## config.mk

```make
export PLATFORM = sky130hd
export DESIGN_NAME = serial_sub_ctrl
export DESIGN_NICKNAME = d
export VERILOG_FILES = /design/src/rtl/serial_sub_ctrl.sv
export SDC_FILE = /design/constraint.sdc
export NUM_CORES = 1
export LEC_CHECK = 0
export BUFFER_PORTS_ARGS = -buffer_cell sky130_fd_sc_hd__buf_2
export CORE_UTILIZATION = 23
export DETAILED_ROUTE_END_ITERATION = 6
export SLEW_MARGIN = 30
export SYNTH_ARGS = -nofsm -noshare
export SYNTH_HDL_FRONTEND = slang
export SYNTH_SLANG_ARGS = --single-unit
```

## constraint.sdc

```tcl
create_clock -name clk -period 1.8 [get_ports clk]
set_input_delay 0.18 -clock clk [delete_from_list [all_inputs] [get_ports clk]]
set_output_delay 0.18 -clock clk [all_outputs]
set_load 0.05 [all_outputs]
```

## src/rtl/serial_sub_ctrl.sv

```systemverilog
// rtl/serial_sub_ctrl.sv - bit-serial N-bit subtractor controller, optional ovf via SERIAL_SUB_OVF_EN

// Single-bit full-subtractor cell: d = a - b - c, br = borrow out.
module serial_sub_cell (
  input  logic a,
  input  logic b,
  input  logic c,
  output logic d,
  output logic br
);
  assign d  = a ^ b ^ c;
  assign br = (~a & b) | (b & c) | (c & ~a);
endmodule

module serial_sub_ctrl #(
  parameter int WIDTH = 8
) (
  input  logic             clk,
  input  logic             rst_n,
  input  logic             start,
  input  logic [WIDTH-1:0] a,
  input  logic [WIDTH-1:0] b,
  input  logic             bin,
  output logic             busy,
  output logic             done,
  output logic [WIDTH-1:0] diff,
  output logic             bout
`ifdef SERIAL_SUB_OVF_EN
  ,
  output logic             ovf
`endif
);
  localparam int CW = $clog2(WIDTH);
  localparam logic [CW-1:0] LAST = CW'(WIDTH - 1);

  typedef enum logic [1:0] {S_IDLE, S_SHIFT, S_DONE} state_t;

  state_t           state, state_nxt;
  logic             accept;
  logic             last_bit;
  logic [WIDTH-1:0] sa, sb, work;
  logic             brw;
  logic [CW-1:0]    cnt;
  logic             cell_d, cell_br;

  serial_sub_cell u_cell (
    .a  (sa[0]),
    .b  (sb[0]),
    .c  (brw),
    .d  (cell_d),
    .br (cell_br)
  );

  assign last_bit = (state == S_SHIFT) && (cnt == LAST);
  assign busy     = (state == S_SHIFT);
  assign done     = (state == S_DONE);

  // State register.
  always_ff @(posedge clk or negedge rst_n) begin
    if (!rst_n) state <= S_IDLE;
    else        state <= state_nxt;
  end

  // Next-state logic; start is only honoured outside SHIFT.
  always_comb begin
    state_nxt = state;
    accept    = 1'b0;
    case (state)
      S_IDLE: begin
        if (start) begin
          state_nxt = S_SHIFT;
          accept    = 1'b1;
        end
      end
      S_SHIFT: begin
        if (cnt == LAST) state_nxt = S_DONE;
      end
      S_DONE: begin
        if (start) begin
          state_nxt = S_SHIFT;
          accept    = 1'b1;
        end else begin
          state_nxt = S_IDLE;
        end
      end
      default: state_nxt = S_IDLE;
    endcase
  end

  // Operand latch, LSB-first shift datapath and result capture on the final bit.
  always_ff @(posedge clk or negedge rst_n) begin
    if (!rst_n) begin
      sa   <= '0;
      sb   <= '0;
      work <= '0;
      brw  <= 1'b0;
      cnt  <= '0;
      diff <= '0;
      bout <= 1'b0;
    end else if (accept) begin
      sa  <= a;
      sb  <= b;
      brw <= bin;
      cnt <= '0;
    end else if (state == S_SHIFT) begin
      sa   <= sa >> 1;
      sb   <= sb >> 1;
      brw  <= cell_br;
      work <= {cell_d, work[WIDTH-1:1]};
      cnt  <= cnt + CW'(1);
      if (last_bit) begin
        diff <= {cell_d, work[WIDTH-1:1]};
        bout <= cell_br;
      end
    end
  end

`ifdef SERIAL_SUB_OVF_EN
  logic a_msb, b_msb;

  // Operand sign bits are kept since the shift regs lose them; ovf updates with diff.
  always_ff @(posedge clk or negedge rst_n) begin
    if (!rst_n) begin
      a_msb <= 1'b0;
      b_msb <= 1'b0;
      ovf   <= 1'b0;
    end else if (accept) begin
      a_msb <= a[WIDTH-1];
      b_msb <= b[WIDTH-1];
    end else if (last_bit) begin
      ovf <= (a_msb != b_msb) && (cell_d != a_msb);
    end
  end
`endif

endmodule
```

==> metrics, run 1 <==
outcome=completed; crit-path max cell delay=approximately 0.47 ns; total CTS buffers=5; critical path peak fanout=18; Final Skew=0.00766 ns; Area growth, synth to finish=23.7%; # setup viols final=0; fraction of layout cells with a size suffix above 1=29.6%; worst vdd ir=approximately 0.00051 V; n_diodes=0; DR pass1 iterations=4; Hold Crit Class=primary input to register; CTS max path bufs=2; Seq cells post-synth=38; CTS tree=yes; CP Cell Sequence=nand2b_1, clkinv_2, buf_2; LEAKAGE=about 1 nW; Critical Path RT=1.62 ns; Via density=4.29; Final Instance Area=roughly 2100 sq um; Slew Limit Fails=0; power density over the cells=a little under 2000 nW/um^2; number of global-route vias before repair=around 1200; Worst slew margin=roughly 68%; mean post-synth cell area=11.2 sq um; width of the die=88.0 um; Final nets=208; WS Path Type=register to output pin; total gr overflow=0; Core Region=about 7000 sq um; slowest CP cell=dfrtp_1; clock sinks=38; setup bufs post-CTS=0; total number of vias=1209; Worst-path clk slew=0.08 ns; power after layout=4.13 mW; clk root buf=clkbuf_8; crit path DAT=1.45 ns; Min Clock Period, post-route=1.63 ns; routed length per instance=12.1 um; number of remaining DRC errors=0; fmax=614 MHz; Syn. warnings=0; GPL Wtd Cong=about 0.69; Setup TNS=0 ns; Top-Level Pins=31; Worst Max-Slew Pin Slew=0.487 ns; hold_ws=0.120 ns; Final period util=between 90% and 100%; Total Routed Length=around 3400 um; synthesized net count=between 150 and 200; DP Area=1950 sq um; Final Hold Fails=0; # port buffers=30; Mapped Cells=152; post-route ant nets=0; distinct cell type count after synthesis=25; largest net degree at the start of global routing=39; Starting DRT DRC Count=97; starting density of the core=between 20% and 30%; worst-skew pair later-pin latency=0.29 ns; fin cells=282; row count=30; RSZ-0062 raised after global routing=no; initial antenna violation count=0; crit end category=output pin; crit start category=register; cell area after synthesis=1700 sq um; max-cap check violation count=0; global-route wire length before repair=6070 um; hpwl dp=2300 um; placed cells=273; sequential fraction of the synthesis area=56.0%; Die Area=slightly below 8000 sq um; CTS H-Tree Depth=2; Die Y=88.0 um; GRT Total Usage=10.2%
==> cell type report <==
class / instances / area [sq um]
clock inverters: 2 / 60.1
repair buffers: 36 / 198
multi-input cells: 101 / 678
clock buffers: 6 / 82.6
flip-flops and latches: 38 / 951
fillers: 747 / 4880
inverters: 3 / 12.5
well taps: 96 / 120
==> registers in the layout (all words and copies together) (netlist names) <==
register  flops
bout          1
diff          8
sb            8
state         2
sa            8
brw           1
work          7
cnt           3
==> kinds of logic after synthesis <==
kind of cell | share of synthesized area (%)
and+or+nand+nor | 15.1
DFF | 56.0
AOI/OAI and AO/OA | 10.5
muxes | 11.7
buffers and inverters | 4.12
adders and majority gates | 2.65
==> stage by stage <==
step	util, %	setup slack (ns)
finish	30.1	0.172
global route	30.1	0.0275
CTS	30.1	0.102
detailed placement	27.9	0.307
global placement	27.9	0.342
floorplan	-	0.382
==> layer usage <==
metal	part of all wire, %	wire [um]	GRT usage [%]	vias to the layer above
li1	-	-	-	596
met1	49	1680	13.5	580
met2	43	1470	15.3	29
met3	6.7	228	3.39	4
met4	0.88	30	3.87	0
met5	0	0	0	-
==> worst max-delay path: cells and delay by family, from the launching register on <==
| kind | cells | cell delay [ns] |
|---|---|---|
| buffers and inverters | 2 | 0.54 |
| DFF | 1 | 0.47 |
| and+or+nand+nor | 1 | 0.15 |
==> timing repair <==
action,in CTS,in global routing
gates resized for setup,0,1
hold endpoints to repair,38,0
endpoints found under the setup margin,0,1
hold buffers,1,0
==> final timing paths <==
check / slack [ns] / from / to / depth (start not counted)
min in group asynchronous: 0.47 / rst_n / work[1]$_DFFE_PN0P_ / 3
max reg2reg: 0.30 / cnt[0]$_DFFE_PN0P_ / diff[2]$_DFFE_PN0P_ / 4
max in group asynchronous: 0.99 / rst_n / cnt[1]$_DFFE_PN0P_ / 3
min reg2reg: 0.50 / work[1]$_DFFE_PN0P_ / work[1]$_DFFE_PN0P_ / 2
max: 0.17 / state[0]$_DFFE_PN0P_ / busy / 3
min: 0.12 / b[7] / sb[7]$_DFFE_PN0P_ / 2
==> Yosys cell counts <==
| cell | n | area, sq um |
|---|---|---|
| nor2_1 | 11 | 41.3 |
| buf_6 | 1 | 11.3 |
| fa_1 | 1 | 20.0 |
| nand3b_4 | 1 | 20.0 |
| a22oi_1 | 1 | 7.51 |
| mux2_2 | 3 | 33.8 |
| mux2_4 | 7 | 105 |
| a22o_1 | 3 | 26.3 |
| clkbuf_1 | 2 | 7.51 |
| inv_1 | 2 | 7.51 |
| a211oi_1 | 5 | 37.5 |
| nand2_1 | 21 | 78.8 |
| nand2b_1 | 2 | 12.5 |
| o21ai_0 | 5 | 25.0 |
| o22ai_1 | 9 | 56.3 |
| inv_2 | 1 | 3.75 |
| mux2i_1 | 6 | 60.1 |
| dfrtp_1 | 38 | 951 |
| nand3_1 | 3 | 15.0 |
| buf_4 | 2 | 15.0 |
| ha_1 | 2 | 25.0 |
| nor3_1 | 9 | 45.0 |
| buf_2 | 5 | 25.0 |
| a21oi_1 | 5 | 25.0 |
| nor2b_1 | 7 | 43.8 |
==> cell usage in the layout (no fill, tap or decap), types with 6 or more instances in the layout <==
cell type  netlist  final
nor2_1          11     11
nor3_1           9      9
mux2_4           7      7
nor2b_1          7      7
buf_2            5     30
clkbuf_8         0      6
o22ai_1          9      9
dfrtp_1         38     38
nand2_1         21     21
mux2i_1          6      6
==> power breakdown <==
part | switching, mW | internal (mW)
Combinational | 1.03 | 0.670
Sequential | 0.272 | 1.26
Clock | 0.302 | 0.591
Total | 1.60 | 2.52
No activity file was read; power rests on OpenSTA's default activity.
==> run 2, diff against run 1 <==
--- a/config.mk
+++ b/config.mk
@@ -5,9 +5,12 @@
 export SDC_FILE = /design/constraint.sdc
 export NUM_CORES = 1
 export LEC_CHECK = 0
+export ABC_AREA = 1
 export BUFFER_PORTS_ARGS = -buffer_cell sky130_fd_sc_hd__buf_2
-export CORE_UTILIZATION = 23
+export CORE_UTILIZATION = 45
+export CTS_CLUSTER_DIAMETER = 150
 export DETAILED_ROUTE_END_ITERATION = 6
+export PLACE_DENSITY = 0.67
 export SLEW_MARGIN = 30
 export SYNTH_ARGS = -nofsm -noshare
 export SYNTH_HDL_FRONTEND = slang
==> metrics, run 2 <==
outcome=completed; Starting DRT DRC Count=44; worst vdd ir=about 0.0008 V; Clk pwr share=21.4%; Post-synth EDFFs=0; Worst-path clk slew=~0.070 ns; total number of vias=1435; reg2reg path depth=6; Setup TNS=0 ns; largest net degree at the start of global routing=21; Worst slew margin=71.1%; Worst Setup SP=state[0]$_DFFE_PN0P_; Critical Path RT=1.62 ns; top post-synthesis cells by count=nand2_1, dfrtp_1, nand3_1, inv_1, nor2_1; Setup crit end=busy; Final nets=276; Area growth, synth to finish=23.1%; fraction of layout cells with a size suffix above 1=20.1%; power after layout=4.17 mW; Min Clock Period, post-route=1.53 ns; WS Path Type=register to output pin; crit end category=output pin; Die Y=~64 um; CTS max path bufs=2; post-route ant nets=0; Post-synth ARST share=100%; Worst Path Buf+Inv=2; number of global-route vias before repair=1449; Total Routed Length=between 3000 and 4000 um; Final Skew=0.00563 ns; Mapped Cells=around 220; start of the worst register-to-register path=cnt[0]$_DFFE_PN0P_; Core Region=3690 sq um; starting density of the core=47.0%; NetSw=1.72 mW; GPL Wtd Cong=around 0.77; total gr overflow=0; LEAKAGE=approximately 1.2 nW; Final period util=84.9%; worst-skew pair later-pin latency=roughly 0.29 ns; distinct cell type count after synthesis=16; pre-CTS setup slack=0.446 ns; mean post-synth cell area=8.07 sq um; clock sinks=38; RSZ-0062 raised after global routing=no; Via density=4.75; max-cap check violation count=0; row count=22; commonest cells after routing, fill and taps aside=nand2_1, dfrtp_1, buf_2; HP Start=a[7]; Levels on crit path=3; top cells by area in the synthesized netlist=dfrtp_1, nand2_1, nand3_1; sequential fraction of the synthesis area=54.8%; post-CTS sizing=0; n_diodes=0; most numerous cell in the Yosys netlist=nand2_1; sw frac=~41%; hold_ws=about 0.09 ns; fmax=654 MHz; Hold Crit Class=primary input to register; # setup viols final=0; synthesized net count=238; PnR worst setup slack=0.271 ns; hold buffers post-CTS=1; clk root buf=clkbuf_8; DR pass1 iterations=4; cell taking the most area after synthesis=dfrtp_1; Final Instance Area=2140 sq um; Pint=about 2.5 mW; Synth Flop Type=dfrtp_1; setup bufs post-CTS=0; hpwl dp=around 2300 um; critical path peak fanout=8; power density over the cells=1950 nW/um^2; GRT Total Usage=between 10% and 20%; DP Area=1980 sq um; Die Area=4110 sq um; width of the die=64.1 um; Slew Limit Fails=0; combinational share of power=a little over two fifths; reg2reg setup slack=0.48 ns; global-route wire length before repair=6200 um; routed length per instance=~11 um; Seq cells post-synth=38; slowest CP cell=dfrtp_1; crit-path max cell delay=~0.36 ns; CTS H-Tree Depth=2; reg2reg end=diff[5]$_DFFE_PN0P_; delay-heaviest family, CP=buffers and inverters; number of remaining DRC errors=0; CTS tree=yes; Final Hold Fails=0; Top-Level Pins=31; commonest non-fill, non-tap cell in the layout=nand2_1; Top Registers=diff x8, sa x8, sb x8; cell area after synthesis=1740 sq um; part of the power in registers=34.8%; post-synth top area share=between 50% and 60%; Worst Max-Slew Pin Slew=0.434 ns; # port buffers=30; initial antenna violation count=0; CP Cell Sequence=inv_2, nor2_1, buf_2; total CTS buffers=5; crit path DAT=1.35 ns; crit start category=register; Syn. warnings=0
-- run 2: changes by cell type after synthesis, sizes merged, moves of 3 or more --
cell    before  now
nand2       21   84
nand3        3   27
inv          3   20
mux2        10    0
nor3         9    0
o22ai        9    0
nor2b        7    0
mux2i        6    0
nor2        11   17
a211oi       5    0
nand3b       1    6
a21oi        5    1
o21ai        5    9
a22o         3    0
-- run 2: how the worst min path moves through the flow --
stage	endpoint	slack (ns)	depth (start not counted)
final	sa[7]$_DFFE_PN0P_	0.09	3
after floorplan	bout$_DFFE_PN0P_	-0.12	0
after CTS	sa[7]$_DFFE_PN0P_	0.08	3
after detailed placement	sb[5]$_DFFE_PN0P_	0.15	1
after global placement	sb[5]$_DFFE_PN0P_	0.15	1
after global routing	sa[7]$_DFFE_PN0P_	0.10	3
-- run 2: layer usage --
layer	up-vias	share of wire, %	global-route usage [%]
met5	-	0	0
met1	660	48	24.5
met4	0	2.2	9.17
li1	744	-	-
met2	24	47	32.6
met3	7	3.2	5.00
-- run 2: logic make-up (layout without fill, tap and decap cells) --
kind of cell | count (synthesis) | count (layout) | synth area share [%]
flip-flops | 38 | 38 | 54.8
adder cells (fa/ha/maj) | 3 | 3 | 2.60
AND/OR/NAND/NOR | 134 | 134 | 32.5
buffers and inverters | 30 | 69 | 7.21
AO/OA/AOI/OAI | 10 | 10 | 2.88
-- run 2: worst register-to-register path: stages, from the launching register on --
cell	delay, ns
dfrtp_1	0.37
ha_1	0.15
ha_1	0.19
inv_1	0.06
nor2_2	0.32
nand2_1	0.10
nand2_1	0.07
-- run 2: metrics by stage --
| step | util [%] | std cells |
|---|---|---|
| floorplan | - | 215 |
| global placement | 53.8 | 293 |
| detailed placement | 53.8 | 293 |
| CTS | 57.9 | 302 |
| global route | 57.9 | 302 |
| finish | 57.9 | 302 |
-- run 2: cell type report --
| cell class | instances | area (sq um) |
|---|---|---|
| clock buffer | 6 | 82.6 |
| clock inverter | 2 | 60.1 |
| fill | 354 | 1550 |
| inverter | 20 | 75.1 |
| multi-input combinational | 147 | 659 |
| sequential | 38 | 951 |
| tap | 48 | 60.1 |
| timing repair buffer | 41 | 248 |
-- run 2: power groups by stage --
| stage | clock network, mW | logic (mW) | registers (mW) |
|---|---|---|---|
| global route | 0.946 | 2.10 | 1.50 |
| detailed placement | 0 | 1.84 | 1.47 |
| global placement | 0 | 1.82 | 1.46 |
| floorplan | 0 | 1.08 | 1.74 |
| CTS | 0.905 | 1.86 | 1.46 |
| finish | 0.892 | 1.83 | 1.45 |
